File: src/rtl/core_pkg.sv
// Shared types and TOY opcode classification helpers for the issue window.
package core_pkg;

    localparam int PC_MAX_W = 32;

    typedef enum logic [3:0] {
        OP_HALT = 4'h0,
        OP_ADD  = 4'h1,
        OP_SUB  = 4'h2,
        OP_AND  = 4'h3,
        OP_XOR  = 4'h4,
        OP_SHL  = 4'h5,
        OP_SHR  = 4'h6,
        OP_LDA  = 4'h7,
        OP_LD   = 4'h8,
        OP_ST   = 4'h9,
        OP_LDI  = 4'hA,
        OP_STI  = 4'hB,
        OP_BZ   = 4'hC,
        OP_BP   = 4'hD,
        OP_JR   = 4'hE,
        OP_JL   = 4'hF
    } op_e;

    typedef enum logic [1:0] {
        ST_RUN       = 2'd0,
        ST_JUMP_WAIT = 2'd1,
        ST_HALTED    = 2'd2
    } state_e;

    // pc is stored at a fixed maximum width; the window truncates to PC_W.
    typedef struct packed {
        logic [15:0]         instr;
        logic [PC_MAX_W-1:0] pc;
    } win_entry_t;

    function automatic logic [15:0] reg_bit(input logic [3:0] r);
        logic [15:0] m;
        m = '0;
        m[r] = 1'b1;
        return m;
    endfunction

    // R0 is excluded so it can never raise a source hazard.
    function automatic logic [15:0] src_mask(input logic [15:0] instr);
        logic [15:0] m;
        logic [3:0]  rd;
        logic [3:0]  rs;
        logic [3:0]  rt;
        rd = instr[11:8];
        rs = instr[7:4];
        rt = instr[3:0];
        case (op_e'(instr[15:12]))
            OP_ADD, OP_SUB, OP_AND,
            OP_XOR, OP_SHL, OP_SHR: m = reg_bit(rs) | reg_bit(rt);
            OP_ST:                  m = reg_bit(rd);
            OP_LDI:                 m = reg_bit(rt);
            OP_STI:                 m = reg_bit(rd) | reg_bit(rt);
            OP_BZ, OP_BP, OP_JR:    m = reg_bit(rd);
            default:                m = '0;
        endcase
        m[0] = 1'b0;
        return m;
    endfunction

    function automatic logic writes_rd(input op_e op);
        case (op)
            OP_ADD, OP_SUB, OP_AND, OP_XOR, OP_SHL, OP_SHR,
            OP_LDA, OP_LD, OP_LDI, OP_JL: return 1'b1;
            default:                      return 1'b0;
        endcase
    endfunction

    function automatic logic is_mem(input op_e op);
        return (op == OP_LD) || (op == OP_ST) || (op == OP_LDI) || (op == OP_STI);
    endfunction

    function automatic logic is_ctrl(input op_e op);
        return (op == OP_BZ) || (op == OP_BP) || (op == OP_JR) || (op == OP_JL);
    endfunction

endpackage

File: src/rtl/core_issue_slot_check.sv
// One lane of the in-order issue scan; lanes are chained oldest to youngest.
module core_issue_slot_check
    import core_pkg::*;
(
    input  logic [15:0] instr,
    input  logic [15:0] scoreboard,
    input  logic [15:0] rd_mask_prev,
    input  logic        mem_prev,
    input  logic        ctrl_prev,
    input  logic        lsu_busy,
    input  logic        first_lane,
    input  logic        prev_ok,
    output logic        ok,
    output logic [15:0] rd_mask,
    output logic        mem_seen,
    output logic        ctrl_seen
);
    op_e        op;
    logic [3:0] rd;
    logic       writer;
    logic       mem;
    logic       ctrl;
    logic       halt;
    logic       src_hz;
    logic       waw_hz;
    logic       mem_hz;
    logic       halt_hz;

    assign op     = op_e'(instr[15:12]);
    assign rd     = instr[11:8];
    assign writer = writes_rd(op) && (rd != 4'd0);
    assign mem    = is_mem(op);
    assign ctrl   = is_ctrl(op);
    assign halt   = (op == OP_HALT);

    assign src_hz  = |(src_mask(instr) & (scoreboard | rd_mask_prev));
    assign waw_hz  = writer && scoreboard[rd];
    assign mem_hz  = mem && (lsu_busy || mem_prev);
    assign halt_hz = halt && (!first_lane || (|scoreboard) || lsu_busy);

    assign ok = prev_ok && !src_hz && !waw_hz && !mem_hz && !ctrl_prev && !halt_hz;

    // Youngest-lane flags accumulate whether or not this lane issues; once a
    // lane fails, every later lane is already blocked through prev_ok.
    assign rd_mask   = rd_mask_prev | (writer ? reg_bit(rd) : 16'h0000);
    assign mem_seen  = mem_prev | mem;
    assign ctrl_seen = ctrl_prev | ctrl | halt;

endmodule

File: src/rtl/core_issue_window.sv
// DEPTH-entry in-order issue window with scoreboard, issuing up to ISSUE_W per cycle.
// Optional CORE_ISSUE_BYPASS_EN: same-cycle writeback counts as clean in the hazard scan.
module core_issue_window
    import core_pkg::*;
#(
    parameter int DEPTH   = 4,
    parameter int ISSUE_W = 2,
    parameter int PC_W    = 8
) (
    input  logic                    clk_i,
    input  logic                    rst_i,
    input  logic                    fetch_valid_i,
    input  logic [15:0]             fetch_instr_i,
    input  logic [PC_W-1:0]         fetch_pc_i,
    output logic                    fetch_ready_o,
    output logic [ISSUE_W-1:0]      issue_valid_o,
    output logic [ISSUE_W*16-1:0]   issue_instr_o,
    output logic [ISSUE_W*PC_W-1:0] issue_pc_o,
    input  logic                    issue_ready_i,
    input  logic                    wb_valid_i,
    input  logic [3:0]              wb_rd_i,
    input  logic                    lsu_busy_i,
    input  logic                    redirect_i,
    input  logic                    redirect_taken_i,
    output logic                    halted_o
);
    localparam int PTR_W = (DEPTH > 1) ? $clog2(DEPTH) : 1;
    localparam int CNT_W = $clog2(DEPTH + 1);

    state_e     state;
    state_e     state_next;
    win_entry_t win [DEPTH];
    logic [PTR_W-1:0] head;
    logic [PTR_W-1:0] tail;
    logic [CNT_W-1:0] count;
    logic [CNT_W-1:0] count_next;
    logic [CNT_W-1:0] deq_n;
    logic [15:0]      sb;
    logic [15:0]      sb_next;
    logic [15:0]      scan_sb;
    logic [15:0]      wb_mask;
    logic [15:0]      set_mask;
    logic             run_en;
    logic             accept;
    logic             enq;
    logic             flush;
    logic             go_jump;
    logic             go_halt;

    logic [ISSUE_W-1:0][PTR_W-1:0] lane_idx;
    logic [ISSUE_W-1:0][15:0]      lane_instr;
    logic [ISSUE_W-1:0][PC_W-1:0]  lane_pc;
    logic [ISSUE_W-1:0]            lane_present;

    function automatic logic [PTR_W-1:0] ptr_add(input logic [PTR_W-1:0] p, input int n);
        int s;
        s = int'(p) + n;
        if (s >= DEPTH) s = s - DEPTH;
        return PTR_W'(s);
    endfunction

    always_comb begin
        wb_mask = '0;
        if (wb_valid_i) wb_mask[wb_rd_i] = 1'b1;
    end

`ifdef CORE_ISSUE_BYPASS_EN
    assign scan_sb = sb & ~wb_mask;
`else
    assign scan_sb = sb;
`endif

    assign run_en = (state == ST_RUN) && !rst_i;

    always_comb begin
        for (int k = 0; k < ISSUE_W; k++) begin
            lane_idx[k]     = ptr_add(head, k);
            lane_instr[k]   = win[lane_idx[k]].instr;
            lane_pc[k]      = win[lane_idx[k]].pc[PC_W-1:0];
            lane_present[k] = (CNT_W'(k) < count);
        end
    end

    for (genvar k = 0; k < ISSUE_W; k++) begin : g_lane
        logic        prev_ok;
        logic [15:0] prev_rd;
        logic        prev_mem;
        logic        prev_ctrl;
        logic        ok;
        logic [15:0] rd_mask;
        logic        mem_seen;
        logic        ctrl_seen;

        if (k == 0) begin : g_first
            assign prev_ok   = run_en;
            assign prev_rd   = '0;
            assign prev_mem  = 1'b0;
            assign prev_ctrl = 1'b0;
        end else begin : g_next
            assign prev_ok   = g_lane[k-1].ok;
            assign prev_rd   = g_lane[k-1].rd_mask;
            assign prev_mem  = g_lane[k-1].mem_seen;
            assign prev_ctrl = g_lane[k-1].ctrl_seen;
        end

        core_issue_slot_check u_check (
            .instr        (lane_instr[k]),
            .scoreboard   (scan_sb),
            .rd_mask_prev (prev_rd),
            .mem_prev     (prev_mem),
            .ctrl_prev    (prev_ctrl),
            .lsu_busy     (lsu_busy_i),
            .first_lane   ((k == 0) ? 1'b1 : 1'b0),
            .prev_ok      (prev_ok && lane_present[k]),
            .ok           (ok),
            .rd_mask      (rd_mask),
            .mem_seen     (mem_seen),
            .ctrl_seen    (ctrl_seen)
        );

        assign issue_valid_o[k] = ok;
    end

    assign issue_instr_o = lane_instr;
    assign issue_pc_o    = lane_pc;
    assign accept        = issue_ready_i && issue_valid_o[0];
    assign enq           = fetch_valid_i && fetch_ready_o;

    // Effects of the group leaving on the accept edge.
    always_comb begin
        deq_n    = '0;
        set_mask = '0;
        go_jump  = 1'b0;
        go_halt  = 1'b0;
        for (int k = 0; k < ISSUE_W; k++) begin
            if (accept && issue_valid_o[k]) begin
                deq_n = deq_n + CNT_W'(1);
                if (writes_rd(op_e'(lane_instr[k][15:12])) && (lane_instr[k][11:8] != 4'd0))
                    set_mask[lane_instr[k][11:8]] = 1'b1;
                if (is_ctrl(op_e'(lane_instr[k][15:12]))) go_jump = 1'b1;
                if (op_e'(lane_instr[k][15:12]) == OP_HALT) go_halt = 1'b1;
            end
        end
    end

    // A set and a clear of the same bit on one edge: the new writer wins.
    always_comb begin
        sb_next    = (sb & ~wb_mask) | set_mask;
        sb_next[0] = 1'b0;
        count_next = count + (enq ? CNT_W'(1) : CNT_W'(0)) - deq_n;
    end

    always_comb begin
        state_next    = state;
        flush         = 1'b0;
        fetch_ready_o = 1'b0;
        halted_o      = 1'b0;
        if (!rst_i) begin
            case (state)
                ST_RUN: begin
                    fetch_ready_o = (count < CNT_W'(DEPTH));
                    if (go_halt)      state_next = ST_HALTED;
                    else if (go_jump) state_next = ST_JUMP_WAIT;
                end
                ST_JUMP_WAIT: begin
                    if (redirect_i) begin
                        state_next = ST_RUN;
                        flush      = redirect_taken_i;
                    end
                end
                ST_HALTED: halted_o = 1'b1;
                default:   state_next = ST_RUN;
            endcase
        end
    end

    always_ff @(posedge clk_i) begin
        if (rst_i) begin
            state <= ST_RUN;
            head  <= '0;
            tail  <= '0;
            count <= '0;
            sb    <= '0;
        end else begin
            state <= state_next;
            sb    <= sb_next;
            if (flush) begin
                head  <= '0;
                tail  <= '0;
                count <= '0;
            end else begin
                if (accept) head <= ptr_add(head, int'(deq_n));
                if (enq)    tail <= ptr_add(tail, 1);
                count <= count_next;
            end
        end
    end

    // Payload storage carries no reset; occupancy alone decides validity.
    always_ff @(posedge clk_i) begin
        if (enq) begin
            win[tail].instr <= fetch_instr_i;
            win[tail].pc    <= PC_MAX_W'(fetch_pc_i);
        end
    end

endmodule

File: config.mk
export PLATFORM = sky130hd
export DESIGN_NAME = core_issue_window
export DESIGN_NICKNAME = d
export VERILOG_FILES = /design/src/rtl/core_pkg.sv /design/src/rtl/core_issue_slot_check.sv /design/src/rtl/core_issue_window.sv
export SDC_FILE = /design/constraint.sdc
export NUM_CORES = 1
export LEC_CHECK = 0
export BUFFER_PORTS_ARGS = -buffer_cell sky130_fd_sc_hd__buf_4
export CAP_MARGIN = 40
export CORE_ASPECT_RATIO = 1.5
export CORE_MARGIN = 3
export CORE_UTILIZATION = 30
export CTS_CLUSTER_SIZE = 24
export DETAILED_ROUTE_END_ITERATION = 7
export PLACE_DENSITY = 0.44
export SKIP_LAST_GASP = 1
export SLEW_MARGIN = 20
export SYNTH_ARGS = -nofsm -noshare
export SYNTH_HDL_FRONTEND = slang
export SYNTH_SLANG_ARGS = --single-unit
File: constraint.sdc
create_clock -name clk_i -period 4.4 [get_ports clk_i]
set_clock_uncertainty 0.2 [all_clocks]
set_input_delay 0.44 -clock clk_i [delete_from_list [all_inputs] [get_ports clk_i]]
set_output_delay 0.44 -clock clk_i [all_outputs]
set_load 0.05 [all_outputs]
==> summary.md, run 1 <==
| Metric | Value |
|---|---|
| Period minus WS final | `4.446 ns` |
| I/O pin count | `88` |
| Slew headroom | `0.6118` |
| # diodes | `0` |
| Hold Path Cell Cnt | `1` |
| Crit-path slowest cell | `mux4_2` |
| Failing checks | `negative setup slack` |
| Layout net count | `1054` |
| GPL Wtd Cong | `0.9234` |
| Iteration-0 DRC Markers | `519` |
| Post-Syn Nets | `778` |
| Sink Count | `122` |
| First-pass GRT wire length | `47220 um` |
| Synth-to-Final Area Change | `45.34%` |
| Clock root buffer | `clkbuf_16` |
| Ys Warns | `0` |
| Hold WS | `0.02255 ns` |
| Core box area | `0.02604 mm2` |
| Avg Cell Area, Syn | `10.96 um2` |
| ANT nets after route | `0` |
| Worst Setup Slack, final | `-0.04552 ns` |
| Final setup vio count | `1` |
| Port Buffer Count | `87` |
| Clk slew on worst S/H paths | `0.06 ns` |
| Starting density of the core | `0.3082` |
| Max Cap Violations | `0` |
| VDD IR max | `0.3663 mV` |
| Initial antenna violation count | `0` |
| Top_reg_cell synth | `edfxtp_1` |
| Critical Path AT | `4.55 ns` |
| Setup CP Type | `flip-flop to flip-flop` |
| Worst R2R Path Depth | `23` |
| Total power divided by cell area | `320.4 mW/mm2` |
| Pin count of the biggest net entering global routing | `34` |
| Number of global-route vias before repair | `7812` |
| Final hold violation count | `0` |
| Worst-Skew Late Latency | `0.42 ns` |
| Yosys cell types | `71` |
| Fillers | `2440` |
| Leakage | `0.004407 uW` |
| Worst-path fanout max | `6` |
| Placed Area | `0.01031 mm2` |
| # rows | `72` |
| Die Y | `206.3 um` |
| Seq cells post-synth | `122` |
| Crit share post-route | `1.010` |
| Grt ovf | `0` |
| Mapped Cells | `732` |
| Die X | `139.5 um` |
| Crit-path cells | `mux4_2 > buf_6 > buf_4 > a211oi_2 > buf_4 > a32oi_4 > buf_12 > buf_6 > nor3_4 > o22ai_1 > nand2_1 > nand4b_1 > nor3_4 > and2_4 > ha_4 > ha_4 > inv_2 > ha_4 > inv_2 > fa_2 > xor2_1 > xnor2_1 > nor2_1` |
| Setup repair after global routing missed its margin | `true` |
| Vias | `7597` |
| Outcome | `finished with violations` |
| TritonCTS clock tree | `built` |
| Post-synth EDFFs | `96` |
| Hold Crit Class | `input pin to flip-flop` |
| Routed WL | `31190 um` |
| Sequential fraction of the synthesis area | `0.4241` |
| HPWL Detailed | `23750 um` |
| Share of layout cells above drive strength 1 | `0.4496` |
| Post-route DRC | `0` |
| Crit-path max cell delay | `0.58 ns` |
| Synthesized area | `0.008025 mm2` |
| 1st-pass router iterations | `5` |
| Most frequent cells in the layout | `buf_4, edfxtp_1, mux4_2, nand2_1, nand3_1` |
| Design area | `0.01166 mm2` |
| Die Footprint | `0.02879 mm2` |
| Asr flop ratio synth | `0` |
| Post-placement cell count | `1272` |
| Total GRT Usage | `0.2170` |
| Non-filler cells in the finished layout | `1354` |
| CTS buffer count | `17` |
| Max-slew violation count | `0` |
| Worst-Margin Slew | `0.5815 ns` |
| H-tree levels | `4` |
| CP Capture Type | `flip-flop` |
| Commonest non-fill, non-tap cell in the layout | `buf_4` |
| Vias per inst | `5.611` |
| Fmax | `224.9 MHz` |
| Post-detailed-route wirelength per cell | `23.04 um` |
| Startpoint Class | `flip-flop` |
| CP most frequent cell | `ha_4` |
| Req. time, crit path | `4.50 ns` |
| Max clock buf depth | `2` |
-- path summary, 6_finish.rpt --
path / start / to / slack [ns]
min reg2reg: tail[1] / tail[1] / 0.32
max: flip-flop / count[2] / -0.05
max reg2reg: flip-flop / count[2] / -0.05
min: fetch_instr_i[6] / win[3][14] / 0.02
-- logic make-up (layout without fill, tap and decap cells) --
family          count (synthesis)  in the layout  synth area share
compound gates                160            160            0.1406
xor+xnor                        5              5          0.005458
flops                         122            122            0.4241
mux                            84             84            0.1899
buf+inv                        86            375           0.04677
simple gates                  265            265            0.1766
fa+ha+maj                      10             10           0.01653
-- routing by layer --
metal  track usage  vias up  part of all wire
met3       0.03009       74             0.041
met1        0.2453     3788              0.38
met4        0.1053        0             0.050
met2        0.4004      293              0.53
li1              -     3442                 -
met5             0        -                 0
-- cells in the mapped netlist, types with 5 or more instances --
cell	instances	area, um2
nor4_1	5	31.28
nand3_1	37	185.2
a21o_1	5	37.54
o21ai_0	22	110.1
nor3b_1	6	45.04
o22ai_1	28	175.2
buf_2	24	120.1
clkbuf_1	24	90.09
and3_1	5	31.28
edfxtp_1	96	2883
and2_1	10	62.56
mux2i_1	24	240.2
nor3_1	29	145.1
nor2_1	32	120.1
mux4_2	54	1216
a31o_1	11	96.34
a221oi_1	6	52.55
o31ai_1	5	37.54
inv_1	23	86.33
dfxtp_1	26	520.5
a32oi_1	5	43.79
nand2_1	54	202.7
a21oi_1	25	125.1
nand4_1	20	125.1
buf_1	7	26.28
nor2b_1	35	219.0
ha_1	9	112.6
a31oi_1	17	106.4
nand2b_1	6	37.54
-- cell type report --
| type | count | area, um2 | share of cell area |
|---|---|---|---|
| Clock buffer | 18 | 429.2 | 0.03679 |
| Clock inverter | 14 | 171.4 | 0.01470 |
| Inverter | 26 | 100.1 | 0.008582 |
| Multi-Input combinational cell | 524 | 4548 | 0.3899 |
| Sequential cell | 122 | 3418 | 0.2931 |
| Tap cell | 333 | 416.7 | 0.03572 |
| Timing Repair Buffer | 317 | 2580 | 0.2212 |
-- worst max-delay path, delay by kind of cell (launching register included) --
| kind | cells | cell delay (ns) |
|---|---|---|
| AO/OA/AOI/OAI | 3 | 0.40 |
| XOR/XNOR | 2 | 0.29 |
| adder cells (fa/ha/maj) | 4 | 0.91 |
| buffers and inverters | 7 | 0.81 |
| flip-flops | 1 | 0.38 |
| multiplexers | 1 | 0.58 |
| AND/OR/NAND/NOR | 6 | 0.77 |
-- power breakdown --
part / switching, uW / total, uW / internal (uW)
clock: 538 / 1430 / 893
sequential: 38.5 / 1340 / 1300
combinational: 557 / 968 / 412
total: 1130 / 3740 / 2600
-- flip-flops by register name (all words and copies together), names as in the netlist, named ones only --
| signal | count |
|---|---|
| win | 96 |
| count | 3 |
| state | 2 |
| sb | 15 |
| head | 2 |
| tail | 2 |
-- stage by stage --
stage | worst slack (ns) | util | total power [uW] | TNS [ns]
after floorplan | -0.2808 | - | 1879 | -0.4021
after global placement | -0.3397 | 0.3960 | 2226 | -0.6572
after detailed placement | -0.3494 | 0.3960 | 2233 | -0.6879
after CTS | -0.04384 | 0.4374 | 3727 | -0.04384
after global routing | -0.1751 | 0.4480 | 3894 | -0.2359
final | -0.04552 | 0.4480 | 3738 | -0.04552
-- what timing repair did --
item | 4_1_cts | 5_1_grt
pin swaps | 19 | 8
endpoints found under the hold margin | 42 | 0
buffers inserted | 25 | 17
resized for setup | 43 | 33
setup endpoints to repair | 5 | 5
hold buffers | 12 | 0
Note: power is estimated with default switching activity, not from simulation.
==> inputs of run 2 (changes only) <==
--- a/config.mk
+++ b/config.mk
@@ -12,7 +12,9 @@
 export CORE_UTILIZATION = 30
 export CTS_CLUSTER_SIZE = 24
 export DETAILED_ROUTE_END_ITERATION = 7
+export HOLD_SLACK_MARGIN = 0.08
 export PLACE_DENSITY = 0.44
+export RECOVER_POWER = 25
 export SKIP_LAST_GASP = 1
 export SLEW_MARGIN = 20
 export SYNTH_ARGS = -nofsm -noshare
==> run 2 against run 1 <==
Via count hardly changed. Register-to-register slack hardly changed. Largest power group unchanged. Highest routed layer unchanged. Sequential share of layout area is 0.14 points lower. Wire length is 0.36% higher. Clock power hardly changed. Global-route usage hardly changed. Cell area is 0.48% higher. Clock-buffer cell count stayed put. Maximum frequency hardly changed. The flow still finishes with violations (negative setup slack). Combinational power hardly changed. Flip-flop and latch count stayed put. Critical endpoint unchanged.
==> summary.md, run 2 (same netlist as run 1, synthesis figures left out) <==
| Metric | Value |
|---|---|
| Failing checks | `negative setup slack` |
| Min-Delay Endpoint | `tail[0]` |
| Vias | `7593 (-0.053%)` |
| Crit-path cells | `mux4_2 > buf_6 > buf_4 > a211oi_2 > buf_4 > a32oi_4 > buf_12 > buf_6 > nor3_4 > o22ai_1 > nand2_1 > nand4b_1 > nor3_4 > and2_4 > ha_4 > ha_4 > inv_2 > ha_4 > inv_2 > fa_2 > xor2_1 > xnor2_1 > nor2_1` |
| Non-filler cells in the finished layout | `1366 (+0.89%)` |
| Crit-path slowest cell | `mux4_2` |
| Biggest register | `win` |
| Setup repair after global routing missed its margin | `true` |
| CTS buffer count | `17 (unchanged)` |
| Share of layout cells above drive strength 1 | `0.4279 (-0.02168)` |
| Core box area | `0.02604 mm2 (unchanged)` |
| Reg area | `0.003418 mm2 (unchanged)` |
| VDD IR max | `0.3652 mV (-0.29%)` |
| HPWL Detailed | `23750 um (unchanged)` |
| Crit share post-route | `1.010 (about the same)` |
| Die X | `139.5 um (unchanged)` |
| Max reg flops | `96 (unchanged)` |
| First-pass GRT wire length | `47290 um (+0.15%)` |
| Final setup vio count | `1 (unchanged)` |
| Worst R2R Path Depth | `23 (unchanged)` |
| Commonest non-fill, non-tap cell in the layout | `buf_4` |
| Port Buffer Count | `87 (unchanged)` |
| Initial antenna violation count | `0 (unchanged)` |
| Max Cap Violations | `0 (unchanged)` |
| Total power divided by cell area | `319.0 mW/mm2 (-0.46%)` |
| Number of global-route vias before repair | `7838 (+0.33%)` |
| 1st-pass router iterations | `5 (unchanged)` |
| Hold path start | `fetch_valid_i` |
| Die Y | `206.3 um (unchanged)` |
| Worst Setup Slack, final | `-0.04539 ns (+0.0001358 ns)` |
| Starting density of the core | `0.3082 (unchanged)` |
| Fmax | `225.0 MHz (about the same)` |
| Outcome | `finished with violations` |
| Final hold violation count | `0 (unchanged)` |
| Worst-path fanout max | `6 (unchanged)` |
| Fillers | `2455 (+0.61%)` |
| Die Footprint | `0.02879 mm2 (unchanged)` |
| ANT nets after route | `0 (unchanged)` |
| Total GRT Usage | `0.2171 (about the same)` |
| Worst-Margin Slew | `0.5790 ns (-0.002545 ns)` |
| Slew headroom | `0.6135 (+0.001699)` |
| # rows | `72 (unchanged)` |
| Post-detailed-route wirelength per cell | `22.92 um (-0.53%)` |
| Largest registers | `win (96), sb (15), count (3)` |
| Max-slew violation count | `0 (unchanged)` |
| Post-route setup TNS | `-0.04539 ns (+0.0001358 ns)` |
| Area occupied by multi-input gates | `0.004548 mm2 (unchanged)` |
| TritonCTS clock tree | `built` |
| Hold Path Cell Cnt | `4 (+3)` |
| Startpoint Class | `flip-flop` |
| Most frequent cells in the layout | `buf_4, edfxtp_1, mux4_2, nand2_1, nand3_1` |
| CP Capture Type | `flip-flop` |
| Routed WL | `31300 um (+0.36%)` |
| Leakage | `0.004396 uW (-0.26%)` |
| I/O pin count | `88 (unchanged)` |
| Setup CP Type | `flip-flop to flip-flop` |
| Worst reg2reg setup slack | `-0.05 ns (about the same)` |
| Worst-Skew Late Latency | `0.42 ns (about the same)` |
| Hold Crit Class | `input pin to flip-flop` |
| Pin count of the biggest net entering global routing | `34 (unchanged)` |
| Grt ovf | `0 (unchanged)` |
| Period minus WS final | `4.445 ns (-0.0001358 ns)` |
| Crit-path max cell delay | `0.58 ns (about the same)` |
| Post-placement cell count | `1272 (unchanged)` |
| Vias per inst | `5.559 (-0.93%)` |
| # diodes | `0 (unchanged)` |
| Pre-CTS setup slack | `-0.3494 ns (unchanged)` |
| Sink Count | `122 (unchanged)` |
| Iteration-0 DRC Markers | `493 (-5.0%)` |
| Layout net count | `1066 (+1.1%)` |
| Critical Path AT | `4.55 ns (about the same)` |
| CP most frequent cell | `ha_4` |
| Clock root buffer | `clkbuf_16` |
| H-tree levels | `4 (unchanged)` |
| Clk slew on worst S/H paths | `0.06 ns (about the same)` |
| Max clock buf depth | `2 (unchanged)` |
| Post-route DRC | `0 (unchanged)` |
| Synth-to-Final Area Change | `46.04%` |
| GPL Wtd Cong | `0.9234 (unchanged)` |
| Reg2reg end | `count[2]` |
| Req. time, crit path | `4.50 ns (about the same)` |
-- run 2: cell types whose count changed in the layout (fill, tap and decap cells not counted), sizes merged --
cell / previous run / this run
buf: 304 / 287
clkbuf: 19 / 36
dlygate4sd3: 12 / 24
-- run 2: stage by stage --
step / hold WS (ns) / total power (uW) / cell area [um2] / utilization
2_1_floorplan: 0.2692 / 1879 / 8147 / -
3_3_place_gp: 0.2862 / 2226 / 10310 / 0.3960
3_5_place_dp: 0.3050 / 2233 / 10310 / 0.3960
4_1_cts: 0.2460 / 3736 / 11510 / 0.4420
5_1_grt: 0.3091 / 3897 / 11720 / 0.4502
6_report: 0.2647 / 3738 / 11720 / 0.4502
-- run 2: how the worst max path moves through the flow --
stage / start / end / slack, ns / depth (start not counted)
final: flip-flop / count[2] / -0.05 / 23
after global routing: win[3][20] / count[2] / -0.18 / 23
after CTS: win[2][21] / count[2] / -0.04 / 19
after detailed placement: flip-flop / count[2] / -0.35 / 20
after global placement: head[1] / count[2] / -0.34 / 20
after floorplan: flip-flop / count[2] / -0.28 / 20
-- run 2: area by class of cell --
class                           count  share of cell area
Tap cell                          333             0.03555
Clock buffer                       18             0.03662
Clock inverter                     14             0.01463
Inverter                           26            0.008541
Timing Repair Buffer              329              0.2249
Sequential cell                   122              0.2917
Multi-Input combinational cell    524              0.3881
-- run 2: critical path: cells and delay by family (launching register included) --
family          cells  cell delay, ns
compound gates      3            0.40
fa+ha+maj           4            0.91
xor+xnor            2            0.29
flops               1            0.38
buf+inv             7            0.81
mux                 1            0.58
simple gates        6            0.77
-- run 2: repair_timing --
item,in CTS,in global routing
pin swaps,19,8
setup endpoints to repair,5,5
hold buffers,24,0
endpoints found under the hold margin,96,0
gates resized for setup,43,33
setup buffers,25,17
-- run 2: metal layers --
| metal | GRT usage | part of all wire | vias up |
|---|---|---|---|
| li1 | - | - | 3468 |
| met1 | 0.2457 | 0.38 | 3803 |
| met2 | 0.4006 | 0.53 | 256 |
| met3 | 0.02963 | 0.037 | 66 |
| met4 | 0.1053 | 0.048 | 0 |
| met5 | 0 | 0 | - |
-- run 2: where the power goes --
part / leakage (uW) / switching (uW) / internal (uW)
registers: 0.00108 / 38.3 / 1300
logic: 0.00302 / 558 / 412
clock network: 0.000289 / 536 / 893
total: 0.00440 / 1130 / 2610
==> inputs of run 3 (changes only) <==
--- a/config.mk
+++ b/config.mk
@@ -13,7 +13,7 @@
 export CTS_CLUSTER_SIZE = 24
 export DETAILED_ROUTE_END_ITERATION = 7
 export HOLD_SLACK_MARGIN = 0.08
-export PLACE_DENSITY = 0.44
+export PLACE_DENSITY = 0.42
 export RECOVER_POWER = 25
 export SKIP_LAST_GASP = 1
 export SLEW_MARGIN = 20
==> constraint.sdc (replaced) <==
create_clock -name clk_i -period 5.75 [get_ports clk_i]
set_clock_uncertainty 0.2 [all_clocks]
set_input_delay 0.575 -clock clk_i [delete_from_list [all_inputs] [get_ports clk_i]]
set_output_delay 0.575 -clock clk_i [all_outputs]
set_load 0.05 [all_outputs]
==> run 3 against run 2 <==
Cell area decreased by 18%. Clock power decreased by 16%. Sequential power decreased by 23%. Register-to-register slack improved by 0.47 ns. Core utilization decreased by 8.0 points. Sequential share of layout area increased by 6.2 points. The run now ends clean.
==> summary.md, run 3 (same netlist as run 1, synthesis figures left out) <==
| Metric | Value |
|---|---|
| Outcome | `finished clean` |
| Starting density of the core | `0.3082 (unchanged)` |
| GPL Wtd Cong | `0.8952 (-3.1%)` |
| First-pass GRT wire length | `44870 um (-5.1%)` |
| Internal power | `1953 uW (-25%)` |
| Leakage | `0.003163 uW (-28%)` |
| Startpoint Class | `flip-flop` |
| ANT nets after route | `0 (unchanged)` |
| Biggest register | `win` |
| Worst-Skew Late Latency | `0.43 ns (about the same)` |
| Logic pwr share | `0.199 (-0.061)` |
| Final hold violation count | `0 (unchanged)` |
| Req. time, crit path | `5.86 ns (+1.36 ns)` |
| Total power divided by cell area | `289.6 mW/mm2 (-9.2%)` |
| Die Y | `206.3 um (unchanged)` |
| Clock power share | `0.432 (+0.050)` |
| Setup repair after global routing missed its margin | `false` |
| Layout net count | `848 (-20%)` |
| Critical Path AT | `5.43 ns (+0.88 ns)` |
| Die X | `139.5 um (unchanged)` |
| Sequential Power Share | `0.369 (+0.011)` |
| Sink Count | `122 (unchanged)` |
| Period minus WS final | `5.326 ns (+0.8807 ns)` |
| Max-slew violation count | `0 (unchanged)` |
| Routed WL | `30180 um (-3.6%)` |
| Crit-path max cell delay | `0.71 ns (+0.13 ns)` |
| Max clock buf depth | `2 (unchanged)` |
| CTS buffer count | `17 (unchanged)` |
| Post-detailed-route wirelength per cell | `26.29 um (+15%)` |
| # rows | `72 (unchanged)` |
| Buffers plus inverters on the worst setup path | `3 (-4)` |
| CP Capture Type | `flip-flop` |
| Crit-path slowest cell | `mux4_2` |
| Commonest non-fill, non-tap cell in the layout | `edfxtp_1` |
| Clock root buffer | `clkbuf_16` |
| Fmax | `187.8 MHz (-17%)` |
| Vias per inst | `5.847 (+5.2%)` |
| Hold_buf cts | `0 (-100%)` |
| Final setup vio count | `0 (-1)` |
| Post-CTS Setup Inserts | `0 (-100%)` |
| Crit share post-route | `0.9263 (-0.08404)` |
| Worst-Margin Slew | `0.8580 ns (+0.2791 ns)` |
| Hold Crit Class | `input pin to flip-flop` |
| Slew headroom | `0.4227 (-0.1908)` |
| Switching power | `834.6 uW (-26%)` |
| Cts repair resizes | `0 (-100%)` |
| Port Buffer Count | `87 (unchanged)` |
| Core box area | `0.02604 mm2 (unchanged)` |
| H-tree levels | `4 (unchanged)` |
| VDD IR max | `0.2711 mV (-26%)` |
| Hold WS | `0.1554 ns (-0.1093 ns)` |
| # diodes | `0 (unchanged)` |
| Max Cap Violations | `0 (unchanged)` |
| TritonCTS clock tree | `built` |
| I/O pin count | `88 (unchanged)` |
| Placed Area | `0.009031 mm2 (-12%)` |
| Switching Fraction | `0.2994 (-0.003702)` |
| Total GRT Usage | `0.2098 (-0.007292)` |
| Synth-to-Final Area Change | `19.94%` |
| Pin count of the biggest net entering global routing | `34 (unchanged)` |
| Grt ovf | `0 (unchanged)` |
| Post-route DRC | `0 (unchanged)` |
| Crit-path cells | `buf_12 > mux4_2 > a211oi_1 > a32oi_4 > nor3b_1 > o22ai_1 > and4_1 > nand4b_1 > nor3_2 > and2_1 > ha_1 > ha_1 > inv_1 > ha_1 > inv_1 > fa_1 > xor2_1 > xnor2_1 > nor2_1` |
| Die Footprint | `0.02879 mm2 (unchanged)` |
| CP most frequent cell | `ha_1` |
| Vias | `6712 (-12%)` |
| Initial antenna violation count | `0 (unchanged)` |
| Most frequent cells in the layout | `edfxtp_1, buf_4, mux4_2, nand2_1, nand3_1` |
| Largest registers | `win (96), sb (15), count (3)` |
| Number of global-route vias before repair | `6989 (-11%)` |
| Share of layout cells above drive strength 1 | `0.2540 (-0.1739)` |
| Max reg flops | `96 (unchanged)` |
| Final core utilization | `0.3697 (-0.08045)` |
| Delay-heaviest family, CP | `simple AND/OR/NAND/NOR gates` |
| Iteration-0 DRC Markers | `584 (+18%)` |
| Design area | `0.009625 mm2 (-18%)` |
| Clk slew on worst S/H paths | `0.06 ns (about the same)` |
| HPWL Detailed | `22200 um (-6.6%)` |
| Fillers | `2553 (+4.0%)` |
| Post-route setup TNS | `0 ns (+0.04539 ns)` |
| Setup CP Type | `flip-flop to flip-flop` |
| Worst-path fanout max | `28 (+22)` |
| 1st-pass router iterations | `5 (unchanged)` |
-- run 3: cell types whose count changed in the layout (fill, tap and decap cells not counted), moves of 5 or more --
| cell | change |
|---|---|
| dlygate4sd3_1 | -24 |
| buf_12 | -6 |
| o22ai_2 | -7 |
| buf_6 | -8 |
| buf_4 | -177 |
| o22ai_1 | +7 |
| nor3_1 | +5 |
-- run 3: layout make-up --
| cell class | instances | area (um2) | share of cell area |
|---|---|---|---|
| Inverter | 26 | 97.59 | 0.01014 |
| Multi-Input combinational cell | 524 | 4252 | 0.4417 |
| Clock inverter | 15 | 236.5 | 0.02457 |
| Sequential cell | 122 | 3407 | 0.3540 |
| Clock buffer | 17 | 425.4 | 0.04420 |
| Tap cell | 333 | 416.7 | 0.04329 |
| Timing Repair Buffer | 111 | 790.8 | 0.08215 |
-- run 3: per-stage QoR --
stage	setup WS, ns	power, uW	std cells
floorplan	0.6747	1416	732
global placement	0.4230	1602	1116
detailed placement	0.4366	1609	1116
CTS	0.4268	2820	1148
global route	0.1172	2896	1148
finish	0.4239	2788	1148
-- run 3: routing by layer --
metal | track usage | routed length [um] | part of all wire | up-vias
li1 | - | - | - | 3016
met5 | 0 | 0 | 0 | -
met2 | 0.3788 | 15880 | 0.53 | 234
met1 | 0.2359 | 11440 | 0.38 | 3400
met3 | 0.03333 | 1291 | 0.043 | 62
met4 | 0.1153 | 1570 | 0.052 | 0
-- run 3: path summary, 6_finish.rpt --
kind	startpoint	endpoint	slack, ns	cells after the start
max	flip-flop	count[2]	0.42	19
min	fetch_pc_i[1]	win[3][1]	0.16	1
max reg2reg	flip-flop	count[2]	0.42	19
min reg2reg	tail[1]	tail[1]	0.31	2
-- run 3: power by group through the flow --
stage / clock network, uW / registers (uW) / logic [uW]
2_1_floorplan: 0 / 1030 / 383
3_3_place_gp: 0 / 1040 / 558
3_5_place_dp: 0 / 1050 / 562
4_1_cts: 1230 / 1030 / 564
5_1_grt: 1270 / 1030 / 595
6_report: 1200 / 1030 / 556
